### src/rtl/arb_pkg.sv
// ---------------------------------------------------------------------------
// arb_pkg
// Shared constants for the round-robin decoder arbiter:
//   ST_IDLE / ST_GRANT : two-state FSM encoding
//   NUM_REQ            : number of requesters (4)
//   IDX_W              : width of a requester index (2)
// ---------------------------------------------------------------------------
package arb_pkg;

   localparam logic [0:0] ST_IDLE  = 1'b0;
   localparam logic [0:0] ST_GRANT = 1'b1;

   localparam int NUM_REQ = 4;
   localparam int IDX_W   = 2;

endpackage

### src/rtl/onehot_dec2.sv
// ---------------------------------------------------------------------------
// onehot_dec2
// Combinational 2-to-4 decoder with enable.
// Ports:
//   en     in   1  decoder enable; output is all-zero when low
//   idx    in   2  index to decode
//   onehot out  4  (1 << idx) when en=1, else 4'b0000
// ---------------------------------------------------------------------------
module onehot_dec2
   import arb_pkg::*;
(
   input  logic               en,
   input  logic [IDX_W-1:0]   idx,
   output logic [NUM_REQ-1:0] onehot
);

   always_comb begin
      onehot = '0;
      if (en) begin
         onehot[idx] = 1'b1;
      end
   end

endmodule

### src/rtl/rr_decoder_arbiter.sv
// ---------------------------------------------------------------------------
// rr_decoder_arbiter
// Round-robin arbiter sharing one resource among 4 requesters. The winner
// is registered as (gnt_valid, gnt_idx) and then decoded to a one-hot
// grant, so the one-hot output never sees a combinational path from req.
//
// Parameters:
//   MAX_HOLD  max consecutive grant cycles (0 = no timeout)
//   CNT_W     hold counter width, 2^CNT_W > MAX_HOLD
// Ports:
//   clk        in   1  rising-edge clock
//   rst_n      in   1  asynchronous active-low reset
//   lock       in   1  (only with ARB_LOCK_EN) suppress the hold timeout
//   req        in   4  request lines, bit i = requester i
//   gnt_valid  out  1  a grant is active this cycle
//   gnt_idx    out  2  granted requester (valid only with gnt_valid)
//   gnt_onehot out  4  decoded grant, zero when no grant
//   timeout    out  1  one-cycle pulse after a forced release
// Configuration macro: ARB_LOCK_EN adds the lock input.
//
// Handshake: a requester holds req[i] high until it is done; the cycle after
// it drops req[i] while granted, the grant is released and one idle bubble
// cycle follows before any new grant.
// ---------------------------------------------------------------------------
module rr_decoder_arbiter
   import arb_pkg::*;
#(
   parameter int MAX_HOLD = 8,
   parameter int CNT_W    = 4
)(
   input  logic               clk,
   input  logic               rst_n,
`ifdef ARB_LOCK_EN
   input  logic               lock,
`endif
   input  logic [NUM_REQ-1:0] req,
   output logic               gnt_valid,
   output logic [IDX_W-1:0]   gnt_idx,
   output logic [NUM_REQ-1:0] gnt_onehot,
   output logic               timeout
);

   localparam logic [CNT_W-1:0] HOLD_LAST = CNT_W'(MAX_HOLD - 1);

   logic [0:0]       state;
   logic [IDX_W-1:0] ptr;
   logic [CNT_W-1:0] hold_cnt;
   logic             hold_limit;
   logic             lock_on;

   // First set bit searching ptr, ptr+1, ptr+2, ptr+3 (mod 4). The loop runs
   // from the farthest offset down so the nearest hit overwrites last.
   function automatic logic [IDX_W-1:0] rr_pick(input logic [NUM_REQ-1:0] r,
                                                input logic [IDX_W-1:0]   p);
      logic [IDX_W-1:0] cand;
      rr_pick = p;
      for (int k = NUM_REQ - 1; k >= 0; k--) begin
         cand = p + IDX_W'(k);
         if (r[cand]) begin
            rr_pick = cand;
         end
      end
   endfunction

`ifdef ARB_LOCK_EN
   assign lock_on = lock;
`else
   assign lock_on = 1'b0;
`endif

   assign hold_limit = (MAX_HOLD != 0) && (hold_cnt == HOLD_LAST);
   assign gnt_valid  = (state == ST_GRANT);

   always_ff @(posedge clk or negedge rst_n) begin
      if (!rst_n) begin
         state    <= ST_IDLE;
         ptr      <= '0;
         gnt_idx  <= '0;
         hold_cnt <= '0;
         timeout  <= 1'b0;
      end else begin
         timeout <= 1'b0;
         if (state == ST_IDLE) begin
            if (|req) begin
               gnt_idx  <= rr_pick(req, ptr);
               hold_cnt <= '0;
               state    <= ST_GRANT;
            end
         end else begin
            if (!req[gnt_idx]) begin
               ptr   <= gnt_idx + IDX_W'(1);
               state <= ST_IDLE;
            end else if (hold_limit && !lock_on) begin
               ptr     <= gnt_idx + IDX_W'(1);
               state   <= ST_IDLE;
               timeout <= 1'b1;
            end else if (!hold_limit) begin
               hold_cnt <= hold_cnt + CNT_W'(1);
            end
            // hold_limit with lock_on: counter saturates, grant is held
         end
      end
   end

   onehot_dec2 u_dec (
      .en     (gnt_valid),
      .idx    (gnt_idx),
      .onehot (gnt_onehot)
   );

endmodule

### config.mk
export PLATFORM = sky130hd
export DESIGN_NAME = rr_decoder_arbiter
export DESIGN_NICKNAME = d
export VERILOG_FILES = /design/src/rtl/arb_pkg.sv /design/src/rtl/onehot_dec2.sv /design/src/rtl/rr_decoder_arbiter.sv
export SDC_FILE = /design/constraint.sdc
export NUM_CORES = 1
export LEC_CHECK = 0
export ABC_CLOCK_PERIOD_IN_PS = 1610
export CAP_MARGIN = 20
export CORE_MARGIN = 2
export CORE_UTILIZATION = 23
export DETAILED_ROUTE_END_ITERATION = 12
export SLEW_MARGIN = 0
export SYNTH_ARGS = -nofsm -noshare
export SYNTH_HDL_FRONTEND = slang
export SYNTH_SLANG_ARGS = --single-unit
### constraint.sdc
create_clock -name clk -period 1.61 [get_ports clk]
set_input_delay 0.2415 -clock clk [delete_from_list [all_inputs] [get_ports clk]]
set_output_delay 0.2415 -clock clk [all_outputs]
set_load 0.03 [all_outputs]
==> reports/qor.csv <==
metric;value;unit
status;finished clean;
Netlist cell types;31;
drt wl/cell;11.61;µm
via count;583;
Syn Inst Count;66;
Worst EP required;1.76;ns
Final Hold Fails;0;
first-pass GRT wire length;2456;µm
RSZ-0062 raised after global routing;true;
ANT cells;0;
vias in the first global route;564;
Final Skew;0.003724;ns
total CTS buffers;3;
number of flops mapped to enable cells by yosys;0;
initial DRC count;6;
Layout Area Growth over Synthesis;42.48;%
crit-path cells;mux4_2 > a21boi_2 > mux2_4;
WS Path Type;reg2reg;
Tcrit/Tclk final;97.34;%
Routed WL;1416;µm
fin nets;103;
static leakage;0.4432;nW
reg2reg start;gnt_idx[1]$_DFFE_PN0P_;
post-synthesis sequential area ratio;38.10;%
Max FO, Critical Path;6;
Top-Level Pins;14;
Top Family by Delay on Critical Path;multiplexers;
GPL Wtd Cong;0.8075;
Peak supply drop;0.9108;mV
Slew HR;66.22;%
syn_nets;77;
die area;0.003299;mm²
clk buf depth;2;
drt pass-1 iters;4;
Crit path buffers/inverters;0;
Tot GR Track Use;9.892;%
Via density;4.779;
Syn Std Cell Area;656.9;µm²
reg2reg setup slack;0.04;ns
Post-Syn Area per Cell;9.953;µm²
initial antenna violation count;0;
Residual DRC;0;
post-synthesis register bit count;10;
CTS root buffer;clkbuf_4;
fmax;638.1;MHz
share of cells above drive strength 1;32.97;%
R2R Path End;ptr[1]$_DFFE_PN0P_;
CTS tree;yes;
Max-Cap Viols;0;
CP max-delay cell;mux4_2;
Pwr Density;1794;mW/mm²
pins over their slew limit;0;
row count;19;
Total Power;1.679;mW
WP data arrival;1.72;ns
Num Clock Sinks;10;
DP HPWL;1123;µm
register clock-pin slew on the reported worst setup and hold paths;0.07;ns
largest net degree at the start of global routing;11;
CP max stage delay;0.52;ns
Setup Total Neg Slack;0;ns
Remaining Overflow, GRT;0;
share of flip-flops with an asynchronous set or reset;100.0;%
Startpoint Class;register;
Main synth FF type;dfrtp_1;
CTS HTree Levels;1;
slew at the pin closest to its max-slew limit;0.5052;ns
FF-to-FF path depth;3;
IO buf count;13;
initial core utilization;24.03;%
# fillers;271;
core area;0.002734;mm²
hold buffer count at CTS;0;
final setup violation count;0;
crit end category;register;
Tmin final;1.567;ns
Final ANT Viol Nets;0;
Worst Hold Class;in2async;
Clk Latency, worst-skew pair;0.26;ns
Die X;57.44;µm
# Post-CTS Setup Buffers;0;
Die H;57.44;µm
YS warnings;0;
-- metal layers --
metal / track usage, % / routed length (µm)
met1: 12.08 / 605
met2: 16.23 / 725
met3: 2.948 / 85
met4: 3.987 / 0
met5: 0 / 0
-- registers in the layout (all words and copies together) (netlist names) --
register and flops:
hold_cnt 4, gnt_idx 2, ptr 2, gnt_valid 1
timeout 1
-- cells by family after synthesis --
| family | synth area share (%) |
|---|---|
| multiplexers | 11.24 |
| flip-flops | 38.10 |
| buffers and inverters | 4.572 |
| AO/OA/AOI/OAI | 15.62 |
| adder cells (fa/ha/maj) | 9.524 |
| AND/OR/NAND/NOR | 20.95 |
-- cells in the mapped netlist, drive strengths merged, types with 2 or more instances --
library cell	count	area, µm²
o21ai	3	15.01
dfrtp	10	250.2
ha	5	62.56
and2	4	25.02
a21oi	3	15.01
nand3	2	10.01
mux2i	4	40.04
nor2b	2	12.51
nor2	4	15.01
inv	3	11.26
nand2b	3	21.27
nand2	6	22.52
-- metrics by stage --
step	util, %	area [µm²]	instances	hold WS, ns	setup WS [ns]
finish	34.23	935.9	122	0.3127	0.04282
global route	34.23	935.9	122	0.3334	-0.02295
CTS	33.32	910.9	122	0.3278	0.009263
detailed placement	32.04	875.8	118	0.4850	-0.1656
global placement	32.04	875.8	118	0.4757	-0.1221
floorplan	-	658.1	66	-0.05409	-0.03710
-- worst register-to-register path, cell delays in order, from the launching register on --
cell and delay [ns]:
dfrtp_2 0.43, mux4_2 0.52, a21boi_2 0.19, mux2_4 0.31
-- placed cells by master (no fill, tap or decap), drive strengths merged, types with 2 or more instances in the layout --
cell type / n
mux2i: 4
buf: 14
o21ai: 3
dlygate4sd2: 2
nand2: 6
nand3: 2
dfrtp: 10
nor2b: 2
nand2b: 3
inv: 3
clkdlybuf4s50: 7
and2: 4
nor2: 4
ha: 5
clkbuf: 4
a21oi: 3
-- report_power, final --
group / switching [mW] / internal [mW] / leakage [nW]
sequential: 0.0927 / 0.343 / 0.124
combinational: 0.521 / 0.495 / 0.298
clock: 0.0893 / 0.137 / 0.0210
total: 0.703 / 0.976 / 0.443
-- how the worst max path moves through the flow --
stage	start	end	cells after the start
6_report	gnt_idx[1]$_DFFE_PN0P_	ptr[1]$_DFFE_PN0P_	3
3_3_place_gp	req[3]	ptr[1]$_DFFE_PN0P_	4
2_1_floorplan	gnt_idx[1]$_DFFE_PN0P_	ptr[1]$_DFFE_PN0P_	3
5_1_grt	gnt_idx[1]$_DFFE_PN0P_	ptr[1]$_DFFE_PN0P_	3
3_5_place_dp	req[3]	ptr[1]$_DFFE_PN0P_	4
4_1_cts	gnt_idx[1]$_DFFE_PN0P_	gnt_onehot[3]	4
-- layout make-up --
cell class                 count  area [µm²]  area share [%]
multi-input combinational     51       392.9           41.98
sequential                    10       251.5           26.87
timing repair buffer          23       205.2           21.93
tap                           31       38.79           4.144
clock buffer                   4       36.28           3.877
inverter                       3       11.26           1.203
-- repair_timing --
item	CTS	global route
setup endpoints to repair	3	5
cloned	0	0
gates resized for setup	5	13
No activity file was read; power rests on OpenSTA's default activity.
